## config.mk

```make
export PLATFORM = sky130hd
export DESIGN_NAME = rcla14_join_stage_flat
export DESIGN_NICKNAME = d
export VERILOG_FILES = /design/src/rtl/rcla14_join_stage_pkg.sv /design/src/rtl/rcla14_join_stage_if.sv /design/src/rtl/UBRCL_13_0_13_0.sv /design/src/rtl/rcla14_sum_fifo.sv /design/src/rtl/rcla14_join_stage.sv /design/src/flat_wrapper.sv
export SDC_FILE = /design/constraint.sdc
export NUM_CORES = 1
export LEC_CHECK = 0
export ABC_CLOCK_PERIOD_IN_PS = 5600
export CAP_MARGIN = 0
export CORE_MARGIN = 5
export CORE_UTILIZATION = 48
export DETAILED_ROUTE_END_ITERATION = 16
export PLACE_DENSITY = 0.78
export RECOVER_POWER = 25
export SYNTH_ARGS = -nofsm -noshare
export SYNTH_HDL_FRONTEND = slang
export SYNTH_SLANG_ARGS = --single-unit
```

## constraint.sdc

```tcl
create_clock -name clk -period 5.6 [get_ports clk]
set_clock_uncertainty 0.1 [all_clocks]
set_input_delay 0.56 -clock clk [delete_from_list [all_inputs] [get_ports clk]]
set_output_delay 0.56 -clock clk [all_outputs]
set_load 0.02 [all_outputs]
```

## src/rtl/rcla14_join_stage_pkg.sv

```systemverilog
// Shared definitions for the rcla14 join stage.
//   OPW / SW      : operand width and sum width (sum carries the carry-out)
//   hold_state_e  : per-channel operand holding register state
//   join_dbg_t    : debug view of both holding-register states
//   clog2()       : pointer width for the output FIFO
package rcla14_join_stage_pkg;

    localparam int OPW = 14;
    localparam int SW  = OPW + 1;

    typedef enum logic {
        EMPTY = 1'b0,
        FULL  = 1'b1
    } hold_state_e;

    typedef struct packed {
        hold_state_e x_state;
        hold_state_e y_state;
    } join_dbg_t;

    // Ceiling log2 for elaboration-time constants (value >= 2).
    function automatic int clog2(input int value);
        int r;
        int v;
        r = 0;
        v = value - 1;
        while (v > 0) begin
            r = r + 1;
            v = v >> 1;
        end
        return r;
    endfunction

endpackage

```

## src/rtl/rcla14_join_stage_if.sv

```systemverilog
// Stream bundle for the rcla14 join stage.
//   x_valid/x_ready/x_data : X operand stream (into the stage)
//   y_valid/y_ready/y_data : Y operand stream (into the stage)
//   s_valid/s_ready/s_data : sum stream (out of the stage)
//
// Handshake: a beat transfers on a rising clk edge where valid & ready are
// both high. A producer holding valid keeps its data stable until the
// transfer; ready may depend combinationally on registered state but never
// on the same channel's valid.
//
// master = the environment (drives operands, consumes sums)
// slave  = the join stage
interface rcla14_join_stage_if;
    import rcla14_join_stage_pkg::*;

    logic           x_valid;
    logic           x_ready;
    logic [OPW-1:0] x_data;
    logic           y_valid;
    logic           y_ready;
    logic [OPW-1:0] y_data;
    logic           s_valid;
    logic           s_ready;
    logic [SW-1:0]  s_data;

    modport master (
        output x_valid, x_data, y_valid, y_data, s_ready,
        input  x_ready, y_ready, s_valid, s_data
    );

    modport slave (
        input  x_valid, x_data, y_valid, y_data, s_ready,
        output x_ready, y_ready, s_valid, s_data
    );

endinterface

```

## src/rtl/UBRCL_13_0_13_0.sv

```systemverilog
// 14-bit unsigned adder, ripple-block carry look-ahead, carry-in tied to 0.
//   X, Y : 14-bit operands
//   S    : 15-bit sum, carry-out in S[14]
// Bits are grouped into blocks [3:0], [7:4], [11:8], [13:12]. Inside a block
// every carry is a look-ahead expression of the block carry-in; the block
// carry-out then ripples into the next block.
module UBRCL_13_0_13_0 (
    input  logic [13:0] X,
    input  logic [13:0] Y,
    output logic [14:0] S
);

    logic [13:0] g;
    logic [13:0] p;
    logic [14:0] c;
    logic        acc;

    always_comb begin
        g   = X & Y;
        p   = X ^ Y;
        c   = '0;
        acc = 1'b0;
        for (int i = 0; i < 14; i++) begin
            // Start from this bit's block carry-in and expand generate/propagate
            // terms across the block up to bit i.
            acc = c[(i / 4) * 4];
            for (int k = (i / 4) * 4; k <= i; k++) begin
                acc = g[k] | (p[k] & acc);
            end
            c[i + 1] = acc;
        end
        S = {c[14], p ^ c[13:0]};
    end

endmodule

```

## src/rtl/rcla14_sum_fifo.sv

```systemverilog
// Synchronous DEPTH x SW FIFO holding adder results.
//   push/wdata : write tail (ignored when full unless popping the same cycle)
//   pop        : release head (ignored when empty)
//   rdata      : head entry; while empty, the last value popped (0 after reset)
//   full/empty/count : occupancy
module rcla14_sum_fifo
    import rcla14_join_stage_pkg::*;
#(
    parameter  int DEPTH = 2,
    localparam int AW    = clog2(DEPTH),
    localparam int CW    = AW + 1
) (
    input  logic          clk,
    input  logic          rst_n,
    input  logic          push,
    input  logic          pop,
    input  logic [SW-1:0] wdata,
    output logic [SW-1:0] rdata,
    output logic          full,
    output logic          empty,
    output logic [CW-1:0] count
);

    logic [SW-1:0] mem [DEPTH];
    logic [AW-1:0] wr_ptr;
    logic [AW-1:0] rd_ptr;
    logic [CW-1:0] cnt;
    logic [SW-1:0] last_q;
    logic          do_push;
    logic          do_pop;

    assign full    = (cnt == CW'(DEPTH));
    assign empty   = (cnt == '0);
    assign count   = cnt;
    assign do_pop  = pop & ~empty;
    // A full FIFO still takes a push when the head leaves in the same cycle.
    assign do_push = push & (~full | do_pop);

    // Outputs only ever come from registers: a stored entry or the last pop.
    assign rdata = empty ? last_q : mem[rd_ptr];

    always_ff @(posedge clk) begin
        if (do_push) begin
            mem[wr_ptr] <= wdata;
        end
    end

    always_ff @(posedge clk or negedge rst_n) begin
        if (!rst_n) begin
            wr_ptr <= '0;
            rd_ptr <= '0;
            cnt    <= '0;
            last_q <= '0;
        end else begin
            if (do_push) begin
                wr_ptr <= wr_ptr + 1'b1;
            end
            if (do_pop) begin
                rd_ptr <= rd_ptr + 1'b1;
                last_q <= mem[rd_ptr];
            end
            case ({do_push, do_pop})
                2'b10:   cnt <= cnt + 1'b1;
                2'b01:   cnt <= cnt - 1'b1;
                default: cnt <= cnt;
            endcase
        end
    end

endmodule

```

## src/rtl/rcla14_join_stage.sv

```systemverilog
// Back-pressured pipeline stage around the 14-bit RCLA adder.
//   clk, rst_n : clock, asynchronous active-low reset
//   bus        : X/Y operand streams in, sum stream out (slave modport)
//   pair_cnt   : pairs written to the sum FIFO since reset (wraps)
//   busy       : a holding register or FIFO entry is occupied
//   dbg        : holding-register states of both channels
// Each channel owns one holding register. When both are FULL and the FIFO
// can take a result (not full, or its head leaves this cycle) the pair fires:
// the adder sees both holds and its sum is pushed. A firing hold is free to
// reload in the same cycle, giving one pair per clock at full throughput.
module rcla14_join_stage
    import rcla14_join_stage_pkg::*;
#(
    parameter int DEPTH = 2,
    parameter int CNT_W = 16
) (
    input  logic                   clk,
    input  logic                   rst_n,
    rcla14_join_stage_if.slave     bus,
    output logic [CNT_W-1:0]       pair_cnt,
    output logic                   busy,
    output join_dbg_t              dbg
);

    localparam int AW = clog2(DEPTH);

    hold_state_e    x_state;
    hold_state_e    y_state;
    logic [OPW-1:0] x_hold;
    logic [OPW-1:0] y_hold;
    logic           x_hold_vld;
    logic           y_hold_vld;
    logic           x_accept;
    logic           y_accept;
    logic           fire;
    logic           pop;
    logic [SW-1:0]  sum;
    logic [SW-1:0]  fifo_rdata;
    logic           fifo_full;
    logic           fifo_empty;
    logic [AW:0]    fifo_count;

    assign x_hold_vld = (x_state == FULL);
    assign y_hold_vld = (y_state == FULL);

    assign pop  = ~fifo_empty & bus.s_ready;
    assign fire = x_hold_vld & y_hold_vld & (~fifo_full | pop);

    assign bus.x_ready = ~x_hold_vld | fire;
    assign bus.y_ready = ~y_hold_vld | fire;
    assign x_accept    = bus.x_valid & bus.x_ready;
    assign y_accept    = bus.y_valid & bus.y_ready;

    assign bus.s_valid = ~fifo_empty;
    assign bus.s_data  = fifo_rdata;

    assign busy = x_hold_vld | y_hold_vld | (fifo_count != '0);
    assign dbg  = '{x_state: x_state, y_state: y_state};

    // Input data is captured only on accept and stays frozen while FULL.
    always_ff @(posedge clk or negedge rst_n) begin
        if (!rst_n) begin
            x_state <= EMPTY;
            x_hold  <= '0;
        end else if (x_accept) begin
            x_state <= FULL;
            x_hold  <= bus.x_data;
        end else if (fire) begin
            x_state <= EMPTY;
        end
    end

    always_ff @(posedge clk or negedge rst_n) begin
        if (!rst_n) begin
            y_state <= EMPTY;
            y_hold  <= '0;
        end else if (y_accept) begin
            y_state <= FULL;
            y_hold  <= bus.y_data;
        end else if (fire) begin
            y_state <= EMPTY;
        end
    end

    always_ff @(posedge clk or negedge rst_n) begin
        if (!rst_n) begin
            pair_cnt <= '0;
        end else if (fire) begin
            pair_cnt <= pair_cnt + 1'b1;
        end
    end

    UBRCL_13_0_13_0 u_adder (
        .X (x_hold),
        .Y (y_hold),
        .S (sum)
    );

    rcla14_sum_fifo #(
        .DEPTH (DEPTH)
    ) u_fifo (
        .clk   (clk),
        .rst_n (rst_n),
        .push  (fire),
        .pop   (pop),
        .wdata (sum),
        .rdata (fifo_rdata),
        .full  (fifo_full),
        .empty (fifo_empty),
        .count (fifo_count)
    );

endmodule

```

## src/flat_wrapper.sv

```systemverilog
// flat-port wrapper written by rule: the top's interface ports become plain ports
module rcla14_join_stage_flat import rcla14_join_stage_pkg::*;
#(
    parameter int DEPTH = 2,
    parameter int CNT_W = 16
)
  (clk, rst_n, pair_cnt, busy, dbg, bus_x_valid, bus_x_data, bus_y_valid, bus_y_data, bus_s_ready, bus_x_ready, bus_y_ready, bus_s_valid, bus_s_data);
  rcla14_join_stage_if bus_i ();
  input  logic clk;
  input  logic rst_n;
  output logic [CNT_W-1:0] pair_cnt;
  output logic busy;
  output join_dbg_t dbg;
  input wire logic [$bits(bus_i.x_valid)-1:0] bus_x_valid;
  input wire logic [$bits(bus_i.x_data)-1:0] bus_x_data;
  input wire logic [$bits(bus_i.y_valid)-1:0] bus_y_valid;
  input wire logic [$bits(bus_i.y_data)-1:0] bus_y_data;
  input wire logic [$bits(bus_i.s_ready)-1:0] bus_s_ready;
  output wire logic [$bits(bus_i.x_ready)-1:0] bus_x_ready;
  output wire logic [$bits(bus_i.y_ready)-1:0] bus_y_ready;
  output wire logic [$bits(bus_i.s_valid)-1:0] bus_s_valid;
  output wire logic [$bits(bus_i.s_data)-1:0] bus_s_data;
  assign bus_i.x_valid = bus_x_valid;
  assign bus_i.x_data = bus_x_data;
  assign bus_i.y_valid = bus_y_valid;
  assign bus_i.y_data = bus_y_data;
  assign bus_i.s_ready = bus_s_ready;
  assign bus_x_ready = bus_i.x_ready;
  assign bus_y_ready = bus_i.y_ready;
  assign bus_s_valid = bus_i.s_valid;
  assign bus_s_data = bus_i.s_data;
  rcla14_join_stage #(.DEPTH(DEPTH), .CNT_W(CNT_W)) u_core (.clk(clk), .rst_n(rst_n), .bus(bus_i), .pair_cnt(pair_cnt), .busy(busy), .dbg(dbg));
endmodule
```

==> impl_metrics.yaml <==
floorplan:
  ios: 70
  fp.coreArea_sq_um: 8678
  die_h_microns: 104.0
  dieArea_sq_um: 10810
  die-width_microns: 104.0
  rows: 34
  initial_utilization: 0.4886
sta:
  fmax_mhz: 179.0
  fin_ws_ps: 12.41
  grt_setup_unrepaired: "true"
  setup_viol: 0
  finalMaxSlewViolations: 66
  hold_violations: 0
  tightest_slew_ps: 3450
  period_needed_ps: 5588
  post-route-period-util: 0.9978
  slew_headroom: -1.300
critical_path:
  arrival_ps: 5720
  crit_type: "reg -> reg"
  startpoint: "u_core.x_hold[0]$_DFFE_PN0P_"
  r2r_cells: 16
  reg2reg_to: "u_core.u_fifo.mem[1][13]$_DFFE_PP_"
  worstReg2RegStart: "u_core.x_hold[0]$_DFFE_PN0P_"
  crit_fanout: 2
  crit_required_ps: 5730
  rrSetupSlack_ps: 10
  worstSetupStartpointType: "flip-flop"
  cp-end-kind: "flip-flop"
hold_path:
  holdPathEnd: "u_core.pair_cnt[15]$_DFFE_PN0P_"
  hold_depth: 1
  hold_path_class: "reg -> reg"
  min-delay-start: "u_core.pair_cnt[15]$_DFFE_PN0P_"
routing:
  ant_nets: 0
  wirelength_microns: 7645
  first_pass_iters: 4
  vias: 2530
  drc: 0
  dr.first_iter.drc_count: 157
  vias_per_cell: 5.227
  routedWlPerCell_microns: 15.80
clock_network:
  cts_root_buffer: "clkbuf_8"
  clk_pin_slew_ps: 90
  insertion_delay_ps: 360
  cts.htree.levels: 3
  cts_buffer_depth: 2
  cts_tree: "yes"
  cts_sinks: 95
  numCtsBuffers: 9
power:
  ir_worst_vdd_mv: 0.2518
  powerDensity_nw_per_um2: 600.2
  p_leak_nw: 2.169
place:
  dp_cells: 467
  dp_hpwl_microns: 5476
  dp_slack_ps: -255.8
  numPortBuffers: 69
  gp_congestion: 0.7888
layout:
  diodes: 0
  fin_nets: 420
  drive_gt1_frac: 0.1968
  final_cell_count_no_fill: 484
  syn_to_final_growth_pct: 24.05
yosys:
  ys_seq_elements: 95
  synthCells: 301
  ys_seq_area_frac: 0.5960
  ys.warnings.count: 0
  avgSynthCellArea_sq_um: 14.09
  syn_area_sq_um: 4240
  syn_nets: 350
  synthDistinctLibCells: 38
flow_run:
  cap_viol_max_count: 1
global_routing:
  grt_pass1_vias: 2644
  grt_max_degree: 66
  antenna_found_initial: 0
  track_usage: 0.1503
  grt_pass1_wl_microns: 13180
  grt_overflow: 0
status:
  status: "finished with violations"
  violations: "max-capacitance violations, max-slew violations"
worst max-delay path by stage:
| stage | endpoint | slack [ps] | cells after the start |
|---|---|---|---|
| 2_1_floorplan | u_core.u_fifo.mem[0][13]$_DFFE_PP_ | 6 | 16 |
| 3_3_place_gp | u_core.u_fifo.mem[0][13]$_DFFE_PP_ | -170 | 16 |
| 3_5_place_dp | u_core.u_fifo.mem[0][13]$_DFFE_PP_ | -260 | 16 |
| 4_1_cts | u_core.u_fifo.mem[1][13]$_DFFE_PP_ | 10 | 16 |
| 5_1_grt | u_core.u_fifo.mem[1][13]$_DFFE_PP_ | -150 | 16 |
| 6_report | u_core.u_fifo.mem[1][13]$_DFFE_PP_ | 10 | 16 |
cells by family (layout without fill, tap and decap cells):
logic type	count (synthesis)	after routing	share of synthesized area
adders and majority gates	16	16	0.07023
DFF	95	95	0.5960
xor gates and xnor gates	20	20	0.04131
and+or+nand+nor	73	73	0.09590
buffers and inverters	22	97	0.02950
AOI/OAI and AO/OA	32	32	0.03954
muxes	43	43	0.1275
report_power, final:
part	internal (mW)	total (mW)	switching, mW
combinational	0.653	1.33	0.681
clock	0.280	0.522	0.241
sequential	1.10	1.30	0.204
total	2.03	3.16	1.13
Yosys cell counts (all sizes together):
library cell	instances	area (sq um)
xor2	8	70.07
edfxtp	30	900.9
or2	1	6.260
nor3b	1	18.77
nand3	5	25.02
nor4	4	50.05
fa	13	260.3
nor3	2	15.01
mux2	28	390.4
nor2	19	78.82
and2	1	6.260
buf	10	80.07
and3	2	12.51
nand2	28	120.1
nand2b	1	6.260
dfrtp	65	1627
clkbuf	3	11.26
mux2i	15	150.1
o21ai	17	92.59
a21oi	15	75.07
or3	1	6.260
inv	9	33.78
nand4	3	18.77
xnor2	12	105.1
and4	3	26.28
ha	3	37.54
or3b	1	8.760
or2b	1	7.510
state kept, by name, summed over array words and instances, names as in the netlist:
name                  flops
u_core.pair_cnt          16
u_core.u_fifo.count       2
u_core.u_fifo.last_q     15
u_core.u_fifo.mem        30
u_core.u_fifo.rd_ptr      1
u_core.u_fifo.wr_ptr      1
u_core.x_hold            14
u_core.x_hold_vld         1
u_core.y_hold            14
u_core.y_hold_vld         1
worst max-delay path, cell delays in order, from the launching register on:
cell     delay, ps
dfrtp_1        390
ha_2           190
fa_2           340
fa_2           340
fa_2           350
fa_2           350
fa_2           360
fa_2           370
fa_2           370
fa_2           350
fa_2           350
fa_2           350
fa_2           360
fa_2           340
inv_2           60
fa_1           420
inv_2           80
stage by stage:
| stage | utilization | instance area [sq um] | setup TNS, ps | hold WS (ps) | total power [mW] |
|---|---|---|---|---|---|
| after CTS | 0.6065 | 5264 | 0 | 300.6 | 3.183 |
| after global routing | 0.6061 | 5260 | -298.7 | 390.8 | 3.382 |
| final | 0.6061 | 5260 | 0 | 365.9 | 3.157 |
| after global placement | 0.5761 | 5000 | -371.1 | 356.9 | 2.561 |
| after detailed placement | 0.5761 | 5000 | -714.3 | 360.8 | 2.638 |
| after floorplan | - | 4255 | 0 | 164.4 | 2.127 |
layout make-up:
class | instances | area (sq um)
inverters | 9 | 33.78
well taps | 108 | 135.1
fillers | 654 | 3418
repair buffers | 72 | 704.4
multi-input cells | 184 | 1620
clock buffers | 10 | 148.9
clock inverters | 6 | 90.09
flip-flops and latches | 95 | 2527
metal layers:
metal | up-vias | GRT usage | routed length (microns) | share of wire
met5 | - | 0 | 0 | 0
met4 | 0 | 0.06660 | 192 | 0.025
met3 | 19 | 0.03600 | 278 | 0.036
met2 | 53 | 0.2495 | 3938 | 0.52
met1 | 1280 | 0.1866 | 3235 | 0.42
li1 | 1178 | - | - | -
cell usage in the layout (no fill, tap or decap), types with 11 or more instances in the layout:
cell type / synthesis / layout
clkdlybuf4s50_1: 0 / 68
nand2_1: 26 / 26
o21ai_0: 11 / 11
xnor2_1: 12 / 12
dfrtp_1: 65 / 65
mux2_4: 20 / 20
fa_2: 0 / 12
nor2_1: 18 / 18
a21oi_1: 15 / 15
edfxtp_1: 30 / 30
mux2i_1: 15 / 15
timing repair:
item | CTS | global route
buffers inserted | 1 | 0
hold buffers | 0 | 0
gates resized for setup | 7 | 2
endpoints found under the hold margin | 0 | 0
setup endpoints to repair | 4 | 2
No activity file was read; power rests on OpenSTA's default activity.
